<file path="src/rtl/board_engine_param.sv">
// NxN 2048 board engine: board register, edge-triggered move sequencer (one line per cycle),
// merge/score datapath, LFSR tile spawner and win/lose detection.
module board_engine_param #(
  parameter int unsigned N       = 4,
  parameter int unsigned TW      = 4,
  parameter int unsigned WIN_EXP = 11,
  parameter int unsigned SCW     = 20,
  parameter logic [15:0] SEED    = 16'hACE1
) (
  input  logic              clock,
  input  logic              reset_n,
  input  logic              start,
  input  logic [3:0]        dir,
  input  logic              ld,
  input  logic [N*N*TW-1:0] ld_board,
  output logic [N*N*TW-1:0] board,
  output logic [SCW-1:0]    score,
  output logic [1:0]        endstatus,
  output logic              busy,
  output logic              moved
);

  localparam int unsigned NC = N * N;
  localparam int unsigned IW = $clog2(NC);
  localparam int unsigned LW = $clog2(N);
  localparam int unsigned CW = $clog2(N + 1);
  localparam int unsigned GW = (1 << TW) + LW + 1;
  localparam int unsigned AW = ((GW > SCW) ? GW : SCW) + 1;
  localparam logic [TW-1:0]  EMAX = {TW{1'b1}};
  localparam logic [SCW-1:0] SMAX = {SCW{1'b1}};

  typedef enum logic [2:0] {
    S_IDLE, S_CLEAR, S_SPAWN, S_WAIT, S_MOVE, S_CHECK, S_END
  } state_t;

  state_t        state, state_n;
  logic [TW-1:0] cells    [NC];
  logic [TW-1:0] ld_cells [NC];
  logic [15:0]   lfsr, lfsr_nx;
  logic [3:0]    dir_d, mdir, rise;
  logic          one_rise;
  logic [LW-1:0] line;
  logic          changed;
  logic [1:0]    spawn_cnt;
  logic [IW-1:0] spawn_idx, entry_idx, spawn_nxt;
  logic [TW-1:0] spawn_val;

  // Board image <-> cell array; cell 0 (top-left) sits at the MSB end
  for (genvar k = 0; k < NC; k++) begin : g_pack
    assign board[(NC-k)*TW-1 -: TW] = cells[k];
    assign ld_cells[k]             = ld_board[(NC-k)*TW-1 -: TW];
  end

  // Position p of line i for a one-hot direction, in "slide toward p=0" order
  function automatic logic [IW-1:0] cell_at(input logic [3:0] d, input logic [LW-1:0] i,
                                            input logic [LW-1:0] p);
    int unsigned r, c;
    if (d[0]) begin
      r = 32'(i);             c = 32'(p);
    end else if (d[1]) begin
      r = 32'(i);             c = N - 1 - 32'(p);
    end else if (d[2]) begin
      r = N - 1 - 32'(p);     c = 32'(i);
    end else begin
      r = 32'(p);             c = 32'(i);
    end
    return IW'(r * N + c);
  endfunction

  function automatic logic busy_of(input state_t s);
    return (s == S_CLEAR) || (s == S_SPAWN) || (s == S_MOVE) || (s == S_CHECK);
  endfunction

  assign lfsr_nx   = {1'b0, lfsr[15:1]} ^ (lfsr[0] ? 16'hB400 : 16'h0000);
  assign entry_idx = IW'(32'(lfsr[IW-1:0]) % NC);
  assign spawn_nxt = (spawn_idx == IW'(NC - 1)) ? '0 : spawn_idx + IW'(1);
  assign spawn_val = (lfsr[15:12] != 4'h0) ? TW'(1) : TW'(2);
  assign rise      = dir & ~dir_d;
  assign one_rise  = (rise != 4'h0) && ((rise & (rise - 4'h1)) == 4'h0);

  // Line datapath: gather, compact toward index 0, merge pairs once from index 0
  logic [TW-1:0] line_in [N];
  logic [TW-1:0] cmp     [N+1];
  logic [TW-1:0] mo      [N+1];
  logic [CW-1:0] nz, o;
  logic          skip, line_diff;
  logic [TW-1:0] ne;
  logic [GW-1:0] gain;
  logic [AW-1:0] score_sum;

  always_comb begin
    cmp       = '{default: '0};
    mo        = '{default: '0};
    nz        = '0;
    o         = '0;
    skip      = 1'b0;
    ne        = '0;
    gain      = '0;
    line_diff = 1'b0;
    for (int p = 0; p < N; p++) begin
      line_in[LW'(p)] = cells[cell_at(mdir, line, LW'(p))];
      if (line_in[LW'(p)] != '0) begin
        cmp[nz] = line_in[LW'(p)];
        nz      = nz + CW'(1);
      end
    end
    for (int p = 0; p < N; p++) begin
      if (skip) begin
        skip = 1'b0;
      end else if (cmp[CW'(p)] != '0) begin
        if (cmp[CW'(p + 1)] == cmp[CW'(p)]) begin
          ne    = (cmp[CW'(p)] == EMAX) ? EMAX : cmp[CW'(p)] + TW'(1);
          mo[o] = ne;
          gain  = gain + (GW'(1) << ne);
          skip  = 1'b1;
        end else begin
          mo[o] = cmp[CW'(p)];
        end
        o = o + CW'(1);
      end
    end
    for (int p = 0; p < N; p++)
      if (line_in[LW'(p)] != mo[CW'(p)]) line_diff = 1'b1;
    score_sum = AW'(score) + AW'(gain);
  end

  // End-of-game detection over the whole board
  logic any_win, any_zero, any_pair, lose;

  always_comb begin
    any_win  = 1'b0;
    any_zero = 1'b0;
    any_pair = 1'b0;
    for (int k = 0; k < NC; k++) begin
      if (cells[IW'(k)] == TW'(WIN_EXP)) any_win = 1'b1;
      if (cells[IW'(k)] == '0) any_zero = 1'b1;
      if (((k % N) != (N - 1)) && (cells[IW'(k)] == cells[IW'(k + 1)])) any_pair = 1'b1;
      if ((k < NC - N) && (cells[IW'(k)] == cells[IW'(k + N)])) any_pair = 1'b1;
    end
    lose = !any_zero && !any_pair;
  end

  // Next-state selection; start wins over everything
  always_comb begin
    state_n = state;
    if (start) begin
      state_n = S_CLEAR;
    end else begin
      case (state)
        S_IDLE:  if (ld) state_n = S_CHECK;
        S_CLEAR: state_n = S_SPAWN;
        S_SPAWN: if ((cells[spawn_idx] == '0) && (spawn_cnt == 2'd1)) state_n = S_CHECK;
        S_WAIT:  if (ld) state_n = S_CHECK;
                 else if (one_rise) state_n = S_MOVE;
        S_MOVE:  if (line == LW'(N - 1)) state_n = (changed || line_diff) ? S_SPAWN : S_WAIT;
        S_CHECK: state_n = (any_win || lose) ? S_END : S_WAIT;
        default: state_n = state;
      endcase
    end
  end

  always_ff @(posedge clock or negedge reset_n) begin
    if (!reset_n) begin
      state     <= S_IDLE;
      cells     <= '{default: '0};
      score     <= '0;
      endstatus <= 2'b00;
      busy      <= 1'b0;
      moved     <= 1'b0;
      lfsr      <= SEED;
      dir_d     <= 4'h0;
      mdir      <= 4'h0;
      line      <= '0;
      changed   <= 1'b0;
      spawn_cnt <= 2'd0;
      spawn_idx <= '0;
    end else begin
      state <= state_n;
      busy  <= busy_of(state_n);
      lfsr  <= lfsr_nx;
      dir_d <= dir;
      moved <= 1'b0;
      case (state)
        S_IDLE: if (!start && ld) cells <= ld_cells;
        S_CLEAR: begin
          cells     <= '{default: '0};
          score     <= '0;
          endstatus <= 2'b00;
          spawn_cnt <= 2'd2;
          spawn_idx <= entry_idx;
        end
        S_SPAWN: begin
          // Fill the probed cell if empty, otherwise walk to the next index
          if (cells[spawn_idx] == '0) begin
            cells[spawn_idx] <= spawn_val;
            spawn_cnt        <= spawn_cnt - 2'd1;
            spawn_idx        <= entry_idx;
          end else begin
            spawn_idx <= spawn_nxt;
          end
        end
        S_WAIT: begin
          if (!start && ld) begin
            cells <= ld_cells;
          end else if (!start && one_rise) begin
            mdir    <= dir;
            line    <= '0;
            changed <= 1'b0;
          end
        end
        S_MOVE: begin
          for (int p = 0; p < N; p++) cells[cell_at(mdir, line, LW'(p))] <= mo[CW'(p)];
          score   <= (score_sum > AW'(SMAX)) ? SMAX : SCW'(score_sum);
          changed <= changed || line_diff;
          line    <= line + LW'(1);
          if ((line == LW'(N - 1)) && (changed || line_diff) && !start) begin
            moved     <= 1'b1;
            spawn_cnt <= 2'd1;
            spawn_idx <= entry_idx;
          end
        end
        S_CHECK: endstatus <= any_win ? 2'b10 : (lose ? 2'b01 : 2'b00);
        default: ;
      endcase
    end
  end

endmodule

</file>
<file path="config.mk">
export PLATFORM = sky130hd
export DESIGN_NAME = board_engine_param
export DESIGN_NICKNAME = d
export VERILOG_FILES = /design/src/rtl/board_engine_param.sv
export SDC_FILE = /design/constraint.sdc
export NUM_CORES = 1
export LEC_CHECK = 0
export BUFFER_PORTS_ARGS = -buffer_cell sky130_fd_sc_hd__buf_2
export CAP_MARGIN = 20
export CORE_ASPECT_RATIO = 1.5
export CORE_MARGIN = 5
export CORE_UTILIZATION = 45
export DETAILED_ROUTE_END_ITERATION = 6
export PLACE_DENSITY_LB_ADDON = 0.15
export SYNTH_ARGS = -nofsm -noshare
export SYNTH_HDL_FRONTEND = slang
export SYNTH_SLANG_ARGS = --single-unit
export TNS_END_PERCENT = 50
</file>
<file path="constraint.sdc">
create_clock -name clock -period 6.4 [get_ports clock]
set_clock_uncertainty 0.1 [all_clocks]
set_input_delay 1.28 -clock clock [delete_from_list [all_inputs] [get_ports clock]]
set_output_delay 1.28 -clock clock [all_outputs]
set_load 0.02 [all_outputs]
</file>
==> results of run 1 <==
==> repair_timing <==
item,CTS,global route
setup buffers,0,9
gates resized for setup,0,25
endpoints found under the setup margin,0,20
==> stage by stage <==
stage / hold slack [ps] / total power, W / instance area [um2] / setup WS (ps) / util [%]
6_report: 254 / 0.00937 / 13200 / 341 / 57.2
3_5_place_dp: 241 / 0.00795 / 12400 / 152 / 54.0
2_1_floorplan: 231 / 0.00496 / 10600 / 99.8 / -
5_1_grt: 263 / 0.00973 / 13200 / 6.17 / 57.2
4_1_cts: 257 / 0.00897 / 13000 / 101 / 56.5
3_3_place_gp: 237 / 0.00797 / 12400 / 198 / 54.0
==> synth_stat cells, drive strengths merged (13+ instances only) <==
master / instances / area [um2]
and3: 15 / 98.8
or2: 13 / 81.3
a21o: 15 / 113
a22oi: 26 / 195
nor4: 31 / 213
nor3: 40 / 210
clkbuf: 57 / 214
inv: 31 / 116
nand2: 137 / 522
o21ai: 144 / 724
nor2b: 42 / 263
ha: 28 / 350
a221oi: 19 / 166
nand3: 31 / 155
buf: 40 / 231
nand2b: 29 / 181
xnor2: 14 / 123
a222oi: 18 / 180
nor2: 119 / 447
nor3b: 22 / 165
o211ai: 22 / 175
a21oi: 94 / 470
a211oi: 17 / 128
a31oi: 15 / 93.8
dfrtp: 114 / 2850
==> logic make-up (layout without fill, tap and decap cells) <==
group | Yosys count | after routing | synth area share, %
xor gates and xnor gates | 22 | 22 | 1.83
and+or+nand+nor | 546 | 546 | 27.4
DFF | 122 | 122 | 29.0
other | 1 | 2 | 0.0355
muxes | 20 | 20 | 2.61
AOI/OAI and AO/OA | 479 | 479 | 30.2
buffers and inverters | 129 | 377 | 5.36
adders and majority gates | 29 | 29 | 3.51
==> critical path: cells and delay by family, from the launching register on <==
| kind | cells | cell delay (ps) |
|---|---|---|
| AO/OA/AOI/OAI | 14 | 2240 |
| adder cells (fa/ha/maj) | 3 | 820 |
| buffers and inverters | 5 | 620 |
| flip-flops | 1 | 420 |
| AND/OR/NAND/NOR | 9 | 1770 |
==> sequential cells by signal (all words and copies together), names as in the netlist <==
register   flops
board         64
score         20
lfsr          16
dir_d          4
spawn_idx      4
mdir           3
state          3
line           2
spawn_cnt      2
busy           1
changed        1
endstatus      1
moved          1
==> routing by layer <==
metal  part of all wire, %  track usage, %  up-vias
li1                      -               -     5541
met1                    35            43.0     5944
met2                    45            58.9      868
met3                   9.7            8.13      284
met4                    10            30.7        4
met5                 0.030               0        -
==> report_power, final <==
| part | leakage [nW] | switching (W) | total [W] | internal [W] |
|---|---|---|---|---|
| Combinational | 3.94 | 0.00449 | 0.00704 | 0.00255 |
| Sequential | 1.62 | 0.000400 | 0.00134 | 0.000940 |
| Clock | 0.289 | 0.000443 | 0.000992 | 0.000549 |
| Total | 5.85 | 0.00534 | 0.00937 | 0.00403 |
==> final cells by class <==
class,count,area [um2]
fill,2214,9860
clock buffer,17,425
sequential,122,3070
clock inverter,15,153
inverter,32,120
tap,315,394
timing repair buffer,313,1990
multi-input combinational,1098,7050
==> path summary, 6_finish.rpt <==
path,startpoint,depth (start not counted),slack [ps],to
worst min register to register,lfsr[8],0,250,lfsr[7]
worst max register to register,line[1],31,340,score[18]
max in group asynchronous,reset_n,2,4180,line[1]
worst min-delay path,lfsr[8],0,250,lfsr[7]
min in group asynchronous,reset_n,1,770,board[14]
worst max-delay path,line[1],31,340,score[18]
==> cell usage in the layout, fill, tap and decap left out, drive strengths merged, types with 22 or more instances in the layout <==
| cell type | instances |
|---|---|
| o21ai | 144 |
| nor3b | 22 |
| a22oi | 26 |
| ha | 28 |
| nor3 | 40 |
| nor4 | 31 |
| nor2 | 119 |
| a21oi | 94 |
| dfrtp | 114 |
| inv | 40 |
| nand2b | 29 |
| nor2b | 42 |
| nand2 | 137 |
| o211ai | 22 |
| nand3 | 31 |
| buf | 310 |
==> summary.txt, run 1 <==
Status
  • Status: finished with violations
  • Failing checks: DRC

Global routing
  • Vias in the first global route: 12212
  • Total Routing Usage GR: 37.3%
  • Largest net degree at the start of global routing: 73
  • Antenna violations before repair: 2
  • First-pass GRT wire length: 75000 um
  • GRT Residual Overflow: 0

Synthesis
  • Flops & latches, synth: 122
  • Sequential-to-total area share from yosys stat: 29.0%
  • Yosys Warn Count: 0
  • Distinct cells, synth: 93
  • Number of synthesized flops with an enable pin: 0
  • Avg Cell Area, Syn: 7.83 um2
  • Cells after Synth: 1348
  • Synth async-reset ratio: 100%
  • Cell area after synthesis: 10600 um2
  • Ys flop type: dfrtp_1

Critical path
  • Critical Path Fanout Max: 11
  • Required time worst endpoint: 6650 ps
  • Arrival time of the worst setup path: 6310 ps
  • Worst setup EP type: flip-flop
  • Crit-path slowest cell: or4_4
  • Crit start category: flip-flop
  • CP peak stage delay: 480 ps
  • CP Class: flip-flop to flip-flop

Layout
  • Layout Nets: 1685
  • Ant diodes: 0
  • Fin cells: 1912
  • Syn-to-layout area delta: 25.1%
  • Share of layout cells above drive strength 1: 27.3%

Route
  • Detail Route Antenna Nets: 0
  • Via count: 12641
  • Residual DRC: 2
  • Total routed wirelength: 50700 um
  • DR pass1 iterations: 7
  • DR iter-0 viols: 1656
  • WL/cell: 26.5 um
  • Via/cell ratio: 6.61

Clocking
  • H-Tree Depth: 4
  • CTS tree: built
  • Clk slew on worst S/H paths: 70 ps
  • Clk buf depth: 2
  • CTS sink cnt: 122
  • CTS root buf: clkbuf_16
  • Later-pin clock latency in the skew report: 450 ps
  • CTS buffer count: 17
  • CTS hold repair buffers: 0

Floorplanning
  • IO Pins: 160
  • Die area: 26700 um2
  • Die X-Extent: 135 um
  • Die height: 198 um
  • Row count: 68
  • Initial core utilization: 45.8%
  • Core Footprint: 23100 um2

Power
  • Pleak: 5.85 nW
  • Max IR drop VDD: 0.535 mV
  • PD cells: 710 nW/um2

Timing
  • Relative slew slack: 21.0%
  • Fin Setup TNS: 0 ps
  • Slew Limit Fails: 0
  • Final setup viols: 0
  • Max Freq: 0.165 GHz
  • Final hold violations: 0
  • Fin crit period: 6060 ps
  • Worst-Margin Slew: 1190 ps
  • RSZ-0062 raised after global routing: no
  • Tcrit/Tclk final: 94.7%

Placement
  • Final GP Congestion: 1.06
  • I/O Buffers: 158
  • Final HPWL DP: 38100 um
  • Inst Count DP: 1869

Flow run
  • Max-cap check violation count: 0

Hold path
  • Worst hold-check path type: flip-flop to flip-flop
No activity file was read; power rests on OpenSTA's default activity.
==> run 2: changes to the inputs <==
--- a/config.mk
+++ b/config.mk
@@ -7,9 +7,11 @@
 export LEC_CHECK = 0
 export BUFFER_PORTS_ARGS = -buffer_cell sky130_fd_sc_hd__buf_2
 export CAP_MARGIN = 20
+export CELL_PAD_IN_SITES_DETAIL_PLACEMENT = 1
+export CELL_PAD_IN_SITES_GLOBAL_PLACEMENT = 2
 export CORE_ASPECT_RATIO = 1.5
 export CORE_MARGIN = 5
-export CORE_UTILIZATION = 45
+export CORE_UTILIZATION = 31
 export DETAILED_ROUTE_END_ITERATION = 6
 export PLACE_DENSITY_LB_ADDON = 0.15
 export SYNTH_ARGS = -nofsm -noshare
==> run 2 against run 1 <==
Net effect: the flow now finishes without violations; hold slack barely moved; first-iteration DRC count fell by 49%; maximum frequency fell by 0.32%; critical path depth did not move; global-route usage fell by 6.8 points; setup slack got worse by 19 ps; die area rose by 42%; count of clock-buffer cells in the layout rose by 3; via count fell by 0.22%; largest cell class unchanged; largest power group unchanged.
==> summary.txt, run 2 (synthesis gave the netlist of run 1 again) <==
Status
  • Status: complete, no violations

Power
  • Pint: 0.00437 W
  • Clk pwr share: 10.2%
  • Switching Share: 56.6%
  • Share of power burned in registers: 12.8%
  • Pleak: 6.08 nW
  • Comb pwr share: 77.0%
  • PD cells: 732 nW/um2
  • Max IR drop VDD: 0.651 mV
  • Switch Pwr: 0.00571 W

Global routing
  • Met3 usage: 4.72%
  • Global routing met1 resource utilization: 33.6%
  • Total Routing Usage GR: 30.4%
  • GRT Residual Overflow: 0
  • GR peak layer: met2
  • First-pass GRT wire length: 87100 um
  • Met2 usage: 52.5%
  • Largest net degree at the start of global routing: 69
  • Vias in the first global route: 13359
  • Antenna violations before repair: 0

Flow run
  • Max-cap check violation count: 0

Critical path
  • Worst setup EP type: flip-flop
  • Critical Path Fanout Max: 19
  • Critical R2R Capture: score[1]
  • CP Launch Point: line[1]
  • Worst setup path end: score[1]
  • Depth of the worst register-to-register path: 31
  • Crit start category: flip-flop
  • CP peak stage delay: 420 ps
  • R2R Path Start: line[1]
  • Crit-path slowest cell: dfrtp_2
  • R2R setup slack: 320 ps
  • Required time worst endpoint: 6610 ps
  • Arrival time of the worst setup path: 6280 ps
  • CP Class: flip-flop to flip-flop

Floorplanning
  • Row count: 82
  • Die height: 236 um
  • Die area: 37900 um2
  • Core Footprint: 33500 um2
  • Die X-Extent: 161 um
  • Initial core utilization: 31.4%
  • IO Pins: 160

Timing
  • Final worst setup slack: 321 ps
  • Max Freq: 0.165 GHz
  • Fin crit period: 6080 ps
  • Worst-Margin Slew: 1040 ps
  • Slew Limit Fails: 0
  • Relative slew slack: 30.4%
  • Final hold violations: 0
  • Tcrit/Tclk final: 95.0%
  • Final setup viols: 0

Layout
  • Share of layout cells above drive strength 1: 29.6%
  • Commonest cells after routing, fill and taps aside: buf_4, buf_2, nand2_1
  • Syn-to-layout area delta: 30.5%
  • Layout Nets: 1723
  • Most common cell after layout, fill and taps aside: buf_4
  • Max reg flops: 64
  • Final Instance Area: 13800 um2
  • Fillcell total: 4097

Clocking
  • CTS tree: built
  • H-Tree Depth: 4
  • Clk slew on worst S/H paths: 60 ps
  • CTS sink cnt: 122
  • CTS root buf: clkbuf_16
  • CTS buffer count: 17
  • Clk buf depth: 2
  • Later-pin clock latency in the skew report: 450 ps

Route
  • Total routed wirelength: 59500 um
  • DR iter-0 viols: 841
  • Via count: 12613
  • Detail Route Antenna Nets: 0
  • Residual DRC: 0
  • DR pass1 iterations: 7
  • Via/cell ratio: 6.13
  • WL/cell: 28.9 um

Placement
  • Setup WS pre-CTS: -439 ps
  • Final GP Congestion: 0.965
  • I/O Buffers: 158
  • Final HPWL DP: 46600 um
  • Area after DPL: 12900 um2

Hold path
  • Worst hold-check path type: flip-flop to flip-flop
## run 2: worst min path at each step
stage / start / cells past startpoint / endpoint
2_1_floorplan: lfsr[4] / 0 / lfsr[3]
3_3_place_gp: lfsr[4] / 0 / lfsr[3]
3_5_place_dp: lfsr[8] / 0 / lfsr[7]
4_1_cts: lfsr[7] / 0 / lfsr[6]
5_1_grt: lfsr[7] / 0 / lfsr[6]
6_report: lfsr[4] / 0 / lfsr[3]
## run 2: area by class of cell
class	instances	area, um2	area share [%]
diodes	1	2.50	0.0182
clock buffers	20	467	3.39
clock inverters	12	138	0.999
inverters	32	120	0.872
multi-input cells	1098	7080	51.4
flip-flops and latches	122	3070	22.3
well taps	420	526	3.82
repair buffers	351	2370	17.2
## run 2: critical path, delay by kind of cell, from the launching register on
kind | cells | cell delay [ps]
compound gates | 16 | 2860
fa+ha+maj | 3 | 690
buf+inv | 5 | 650
flops | 1 | 420
simple gates | 7 | 1170
## run 2: power by group through the flow
stage / sequential, W / combinational [W] / clock (W)
after CTS: 0.00129 / 0.00748 / 0.00104
after floorplan: 0.00132 / 0.00364 / 0
after global placement: 0.00131 / 0.00727 / 0
after global routing: 0.00130 / 0.00811 / 0.00108
after detailed placement: 0.00131 / 0.00732 / 0
final: 0.00129 / 0.00775 / 0.00103
## run 2: layer usage
metal	up-vias	wire length (um)
met5	-	0
met1	6254	22300
met2	534	29000
li1	5623	-
met3	202	2940
met4	0	5240
## run 2: metrics by stage
| step | hold slack [ps] | power (W) | setup TNS (ps) | instances | utilization [%] |
|---|---|---|---|---|---|
| final | 253 | 0.0101 | 0 | 2056 | 41.0 |
| after global routing | 259 | 0.0105 | -3.30 | 2055 | 41.0 |
| after CTS | 256 | 0.00981 | 0 | 2047 | 40.6 |
| after detailed placement | 243 | 0.00863 | -6990 | 2008 | 38.5 |
| after global placement | 234 | 0.00858 | -2660 | 2008 | 38.5 |
| after floorplan | 231 | 0.00496 | 0 | 1349 | - |
## run 2: timing repair
item                                    in CTS  in global routing
pin swaps                                    4                  7
hold buffers                                 0                  0
endpoints found under the setup margin      20                 20
setup buffers                                7                  7
gates resized for setup                     10                 18
